$ cat src/rtl/mem_stage.sv
// Memory-access stage: loads/stores through a direct-mapped write-through data cache.
// Define MEM_STAGE_DCACHE_EN to build the cache; otherwise every load goes to backing memory.
module mem_stage #(
    parameter int LINES = 16
) (
    input  logic        clk,
    input  logic        rst,
    input  logic        VALID,
    input  logic [4:0]  CONTROL,
    input  logic        ZERO,
    input  logic [31:0] ALU_RESULT,
    input  logic [31:0] READ_DATA_2,
    output logic        HIT,
    output logic [31:0] MEM_READ_DATA,
    output logic        PC_SRC,
    output logic        MEM_REQ,
    output logic        MEM_WE,
    output logic [31:0] MEM_ADDR,
    output logic [31:0] MEM_WDATA,
    input  logic        MEM_ACK,
    input  logic [31:0] MEM_RDATA
);

    typedef enum logic [1:0] {IDLE, FILL, WRITE, RESP} state_t;

    state_t      state_q, state_d;
    logic        mem_req_q, mem_req_d;
    logic        mem_we_q, mem_we_d;
    logic [31:0] mem_addr_q, mem_addr_d;
    logic [31:0] mem_wdata_q, mem_wdata_d;
    logic [31:0] resp_q, resp_d;

    logic        is_access, is_store, is_load, ack_fire;
    logic        line_hit, fill_en, wr_en;
    logic [31:0] line_data;
    logic        unused_bits;

    assign is_access = VALID && (CONTROL[2] || CONTROL[1]);
    assign is_store  = is_access && CONTROL[1];
    assign is_load   = is_access && !CONTROL[1];
    // An ack only counts while a request is actually outstanding.
    assign ack_fire  = MEM_ACK && mem_req_q;

    assign unused_bits = ^{ALU_RESULT[1:0], CONTROL[4:3]};

`ifdef MEM_STAGE_DCACHE_EN
    localparam int IDX_W = $clog2(LINES);
    localparam int TAG_W = 30 - IDX_W;

    logic [IDX_W-1:0] idx;
    logic [TAG_W-1:0] tag;
    logic [LINES-1:0] valid_q;
    logic [TAG_W-1:0] tag_q  [LINES];
    logic [31:0]      data_q [LINES];

    assign idx       = ALU_RESULT[IDX_W+1:2];
    assign tag       = ALU_RESULT[31:IDX_W+2];
    assign line_hit  = valid_q[idx] && (tag_q[idx] == tag);
    assign line_data = data_q[idx];

    always_ff @(posedge clk) begin
        if (rst) begin
            valid_q <= '0;
        end else if (fill_en) begin
            valid_q[idx] <= 1'b1;
        end
    end

    // NOTE: tag/data arrays are not reset; the valid bits alone make stale contents unreachable.
    always_ff @(posedge clk) begin
        if (fill_en) begin
            tag_q[idx]  <= tag;
            data_q[idx] <= MEM_RDATA;
        end else if (wr_en) begin
            data_q[idx] <= READ_DATA_2;
        end
    end
`else
    logic unused_cache;

    assign line_hit     = 1'b0;
    assign line_data    = '0;
    assign unused_cache = ^{fill_en, wr_en};
`endif

    // NOTE: every always_comb output gets a default first so no path infers a latch.
    always_comb begin
        state_d       = state_q;
        mem_req_d     = mem_req_q;
        mem_we_d      = mem_we_q;
        mem_addr_d    = mem_addr_q;
        mem_wdata_d   = mem_wdata_q;
        resp_d        = resp_q;
        HIT           = 1'b0;
        MEM_READ_DATA = '0;
        fill_en       = 1'b0;
        wr_en         = 1'b0;

        unique case (state_q)
            IDLE: begin
                if (!is_access) begin
                    HIT = 1'b1;
                end else if (is_store) begin
                    state_d     = WRITE;
                    mem_req_d   = 1'b1;
                    mem_we_d    = 1'b1;
                    mem_addr_d  = {ALU_RESULT[31:2], 2'b00};
                    mem_wdata_d = READ_DATA_2;
                end else if (line_hit) begin
                    HIT           = 1'b1;
                    MEM_READ_DATA = line_data;
                end else begin
                    state_d    = FILL;
                    mem_req_d  = 1'b1;
                    mem_we_d   = 1'b0;
                    mem_addr_d = {ALU_RESULT[31:2], 2'b00};
                end
            end
            FILL: begin
                if (ack_fire) begin
                    state_d   = RESP;
                    mem_req_d = 1'b0;
                    resp_d    = MEM_RDATA;
                    fill_en   = 1'b1;
                end
            end
            WRITE: begin
                if (ack_fire) begin
                    state_d   = RESP;
                    mem_req_d = 1'b0;
                    mem_we_d  = 1'b0;
                    wr_en     = line_hit;
                end
            end
            RESP: begin
                HIT           = 1'b1;
                MEM_READ_DATA = is_load ? resp_q : 32'h0;
                state_d       = IDLE;
            end
            default: state_d = IDLE;
        endcase
    end

    // NOTE: sequential state uses non-blocking assignments so all registers update together.
    always_ff @(posedge clk) begin
        if (rst) begin
            state_q     <= IDLE;
            mem_req_q   <= 1'b0;
            mem_we_q    <= 1'b0;
            mem_addr_q  <= '0;
            mem_wdata_q <= '0;
            resp_q      <= '0;
        end else begin
            state_q     <= state_d;
            mem_req_q   <= mem_req_d;
            mem_we_q    <= mem_we_d;
            mem_addr_q  <= mem_addr_d;
            mem_wdata_q <= mem_wdata_d;
            resp_q      <= resp_d;
        end
    end

    assign MEM_REQ   = mem_req_q;
    assign MEM_WE    = mem_we_q;
    assign MEM_ADDR  = mem_addr_q;
    assign MEM_WDATA = mem_wdata_q;
    assign PC_SRC    = VALID && CONTROL[0] && ZERO && HIT;

endmodule
$ cat config.mk
export PLATFORM = sky130hd
export DESIGN_NAME = mem_stage
export DESIGN_NICKNAME = d
export VERILOG_FILES = /design/src/rtl/mem_stage.sv
export SDC_FILE = /design/constraint.sdc
export NUM_CORES = 1
export LEC_CHECK = 0
export BUFFER_PORTS_ARGS = -buffer_cell sky130_fd_sc_hd__buf_2
export CAP_MARGIN = 20
export CORE_MARGIN = 8
export CORE_UTILIZATION = 44
export CTS_BUF_LIST = sky130_fd_sc_hd__clkbuf_16
export DETAILED_ROUTE_END_ITERATION = 6
export PLACE_DENSITY = 0.8
export SLEW_MARGIN = 20
export SYNTH_ARGS = -nofsm -noshare
export SYNTH_HDL_FRONTEND = slang
export SYNTH_SLANG_ARGS = --single-unit
$ cat constraint.sdc
create_clock -name clk -period 2 [get_ports clk]
set_input_delay 0.2 -clock clk [delete_from_list [all_inputs] [get_ports clk]]
set_output_delay 0.2 -clock clk [all_outputs]
set_load 0.02 [all_outputs]
== Yosys cells after proc, flatten, opt, wreduce, memory -nomap -nowiden ==
Index checks and enable logic that the tools add are counted.

* Bits in registers: 98
* Bits of input ports: 106
* Word-level logic and storage cells: 45

* Equality and inequality tests: 6
* Multiplexer cells: 14
* Reductions and logical operators: 19

{| class="wikitable"
|+ Operators by type and width
! cell !! number
|-
| $mux W32 || 2
|-
| $reduce_and A3 Y1 || 3
|-
| $logic_and A1 B1 Y1 || 7
|-
| $mux W2 || 3
|-
| $pmux W1 S2 || 3
|-
| $pmux W2 S3 || 1
|-
| $reduce_and A2 Y1 || 3
|-
| $mux W1 || 5
|-
| $eq A2 B2 Y1 const B || 2
|-
| $ne A2 B2 Y1 const B || 2
|-
| $reduce_bool A2 Y1 || 2
|-
| $eq A2 B1 Y1 const B || 1
|-
| $logic_not A2 Y1 || 1
|-
| $ne A2 B1 Y1 const B || 1
|-
| $reduce_or A2 Y1 || 1
|-
| $logic_not A1 Y1 || 1
|-
| $logic_or A1 B1 Y1 || 1
|}

== Logic depth before layout (Yosys ltp) ==
* Word-level depth: 6
* Depth in mapped cells: 8
* Gate-level depth less buffers: 5

== Worst setup path before layout ==
OpenSTA, ideal clock, no wires.

* Kind: reg2out
* From: register state_q[0]
* To: output PC_SRC
* Arrival time: 1.312 ns
* Required time: 1.800 ns
* Slack: 0.488 ns
* Stages on the path, launching flop included: 4
* Buffers on the path: 0
* Cell sequence: dfxtp_1 inv_1 ha_1 nor3_1

* Cells in the longest elaborated chain, start to end: 3
* Elaborated cells between the ends (all ways): 4

{| class="wikitable"
|+ RTL lines
! item !! line !! text
|-
| from (decl) || 26 || <nowiki>state_t state_q, state_d;</nowiki>
|-
| from (signal assigned) || 154 || <nowiki>state_q <= state_d;</nowiki>
|-
| $eq A2 B2 Y1 or $logic_not A2 Y1 (tied branches) || 99 || <nowiki>unique case (state_q)</nowiki>
|-
| $pmux W1 S2 * || 99 ||
|-
| $logic_and A1 B1 Y1 * || 167 || <nowiki>assign PC_SRC = VALID && CONTROL[0] && ZERO && HIT;</nowiki>
|-
| to (decl) || 15 || <nowiki>output logic PC_SRC,</nowiki>
|}

Mark *: on every way between the ends. The rest lies on a longest branch, timed or not.

== Worst setup path after layout ==
Ends and elaborated chain as after synthesis.

==> impl_metrics.env <==
export IMPL_run_status="finished, final reports clean"
export IMPL_warning_count_from_the_yosys_run=0
export IMPL_critPathMaxStageDelay_ns=0.39
export IMPL_area_growth_synth_to_final_pct=35.2
export IMPL_initial_utilization=0.445
export IMPL_number_of_synthesized_flops_with_an_enable_pin=0
export IMPL_root_buffer="clkbuf_16"
export IMPL_worst_skew_pair_late_latency_ns=0.33
export IMPL_drt_pass1_iterations=4
export IMPL_setup_viol=0
export IMPL_htree_num_levels=3
export IMPL_power_switching_mw=1.63
export IMPL_cts_hold_buf=0
export IMPL_crit_family="flip-flops"
export IMPL_share_clk_of_total_power=0.334
export IMPL_grt_antenna_before_repair=0
export IMPL_placed_cell_area_um2=4820
export IMPL_first_iter_violations=140
export IMPL_crit_chain="inv_1 > ha_2 > nor3_1 > buf_2"
export IMPL_final_common_cell="buf_2"
export IMPL_clock_path_buffers=2
export IMPL_max_cap_violations=0
export IMPL_cp_data_required_time_ns=1.80
export IMPL_final_critical_path_setup_slack_ns=0.125
export IMPL_final_period_utilization=0.937
export IMPL_post_dp_hpwl_um=8380
export IMPL_fraction_of_layout_cells_with_a_size_suffix_above_1=0.335
export IMPL_fin_crit_ns=1.87
export IMPL_synth_sequential_area_ratio=0.516
export IMPL_maxSlewViolCount=0
export IMPL_drt_wirelength_per_cell_um=14.3
export IMPL_post_cts_setup_buffer_count=0
export IMPL_cts_tree="done"
export IMPL_layout_cells_most_common_list="buf_2 (199), nand2_1 (193), dfxtp_1 (98), a21oi_1 (95), and2_1 (32)"
export IMPL_power_density_normalized_to_cell_area_nw_per_um2=1030
export IMPL_criticalPathCategory="flop to primary output"
export IMPL_synth_async_sr_flop_share=0
export IMPL_first_global_vias=3620
export IMPL_timing_clock_skew_ns=0.00583
export IMPL_pin_count_of_the_biggest_net_entering_global_routing=35
export IMPL_crit_slowest_cell="dfxtp_1"
export IMPL_i_o_pins=206
export IMPL_leak_pwr_nw=2.41
export IMPL_synth_top_flop_cell="dfxtp_1"
export IMPL_filler_cells_inserted=805
export IMPL_synth_ff_latch_count=98
export IMPL_intPower_mw=3.69
export IMPL_syn_avg_cell_area_um2=7.77
export IMPL_drt_total_wl_um=11200
export IMPL_fin_nets=785
export IMPL_layout_cell_area_non_filler_um2=5140
export IMPL_timing_hold_violations_final=0
export IMPL_post_synth_instance_area_um2=3800
export IMPL_endpoint_kind="primary output"
export IMPL_die_y_um=109
export IMPL_placement_setup_worst_slack_ns=0.0676
export IMPL_total_drc_errors_in_the_routed_layout=0
export IMPL_fraction_of_power_spent_switching_nets=0.307
export IMPL_worst_setup_hold_path_clk_slew_ns=0.06
export IMPL_port_buffer_count=199
export IMPL_core_rowCount=34
export IMPL_via_count=3800
export IMPL_crit_path_max_fanout=7
export IMPL_arrival_ns=1.67
export IMPL_clk_sinks=98
export IMPL_timing_fmax_ghz=0.533
export IMPL_antenna_diodes=0
export IMPL_cp_num_buf_inv=2
export IMPL_hold_path_class="input port to flop"
export IMPL_grt_setup_unrepaired="no"
export IMPL_die_area_um2=11900
export IMPL_die_width_um=109
export IMPL_cp_start_kind="flop"
export IMPL_grt_overflow_total=0
export IMPL_setup_total_negative_slack_ns=0
export IMPL_syn_instance_count=490
export IMPL_grt_pass1_wl_um=16900
export IMPL_seq_power_share=0.423
export IMPL_post_synth_num_cell_types=28
export IMPL_share_comb_of_total_power=0.243
export IMPL_maxSlewHeadroom=0.615
export IMPL_grt_total_usage=0.175
export IMPL_ant_nets=0
export IMPL_core_um2=8550
export IMPL_globalplace_congestion=0.807
export IMPL_tightest_slew_ns=0.578
export IMPL_vias_per_cell=4.83
export IMPL_max_vdd_ir_drop_v=0.000609
export IMPL_cts_made_buffers=9
final timing paths:
check	cells past startpoint	end	slack, ns	from
max	4	PC_SRC	0.13	state_q[0]$_SDFFE_PP0P_
min	3	MEM_ADDR[20]$_SDFFE_PP0P_	0.10	ALU_RESULT[20]
max reg2reg	5	resp_q[18]$_SDFFE_PP0P_	0.41	state_q[1]$_SDFFE_PP0P_
min reg2reg	2	MEM_WDATA[21]$_SDFFE_PP0P_	0.45	MEM_WDATA[21]$_SDFFE_PP0P_
power by group through the flow:
stage / clock network [mW] / registers, mW / logic (mW)
6_report: 1.78 / 2.25 / 1.29
3_3_place_gp: 0 / 2.28 / 1.25
2_1_floorplan: 0 / 2.47 / 0.693
4_1_cts: 1.82 / 2.25 / 1.29
3_5_place_dp: 0 / 2.29 / 1.29
5_1_grt: 1.89 / 2.28 / 1.43
flip-flops by register name, summed over array words and instances, names as in the netlist:
signal     flops
MEM_REQ        1
state_q        2
resp_q        32
MEM_WDATA     32
MEM_ADDR      30
MEM_WE         1
timing repair:
action,4_1_cts,5_1_grt
endpoints found under the setup margin,4,8
cloned,0,1
resized for setup,1,1
pin swaps,0,1
routing by layer:
layer | routed length [µm] | vias to the layer above | GRT usage
met2 | 5550 | 137 | 0.310
li1 | - | 1934 | -
met4 | 224 | 0 | 0.0596
met3 | 1170 | 20 | 0.0650
met1 | 4270 | 1709 | 0.188
met5 | 0 | - | 0
cell usage after synthesis, types with 3 or more instances:
library cell | instances | area share
clkbuf_1 | 10 | 0.0099
buf_6 | 3 | 0.0089
dfxtp_1 | 98 | 0.52
a21oi_1 | 95 | 0.12
and2_1 | 32 | 0.053
ha_1 | 5 | 0.016
nand3_1 | 4 | 0.0053
buf_2 | 17 | 0.022
inv_1 | 3 | 0.0030
nand2_1 | 193 | 0.19
buf_1 | 5 | 0.0049
per-stage QoR:
step | total power [mW] | utilization | cells | hold WS, ns
floorplan | 3.17 | - | 491 | 0.308
global placement | 3.53 | 0.563 | 770 | 0.437
detailed placement | 3.58 | 0.563 | 770 | 0.444
CTS | 5.36 | 0.600 | 785 | 0.0948
global route | 5.60 | 0.601 | 786 | 0.0995
finish | 5.32 | 0.601 | 786 | 0.103
cells by family (layout without fill, tap and decap cells):
kind of cell,Yosys count,in the layout,synth area share
and+or+nand+nor,240,241,0.267
AOI/OAI and AO/OA,104,104,0.142
DFF,98,98,0.516
buffers and inverters,40,226,0.0529
adders and majority gates,5,5,0.0164
muxes,2,2,0.00526
other,1,2,0.000986
layout make-up:
| class | instances | area, µm² | share of cell area |
|---|---|---|---|
| Clock buffer | 9 | 225 | 0.0438 |
| Clock inverter | 6 | 82.6 | 0.0161 |
| Inverter | 3 | 11.3 | 0.00219 |
| Multi-Input combinational cell | 354 | 1660 | 0.323 |
| Sequential cell | 98 | 1960 | 0.382 |
| Tap cell | 108 | 135 | 0.0263 |
| Timing Repair Buffer | 208 | 1060 | 0.207 |
worst min-delay path: stages:
cell and delay [ns]:
buf_2 0.09, nand2_1 0.04, a21oi_1 0.05
(Power assumes the default switching activity.)
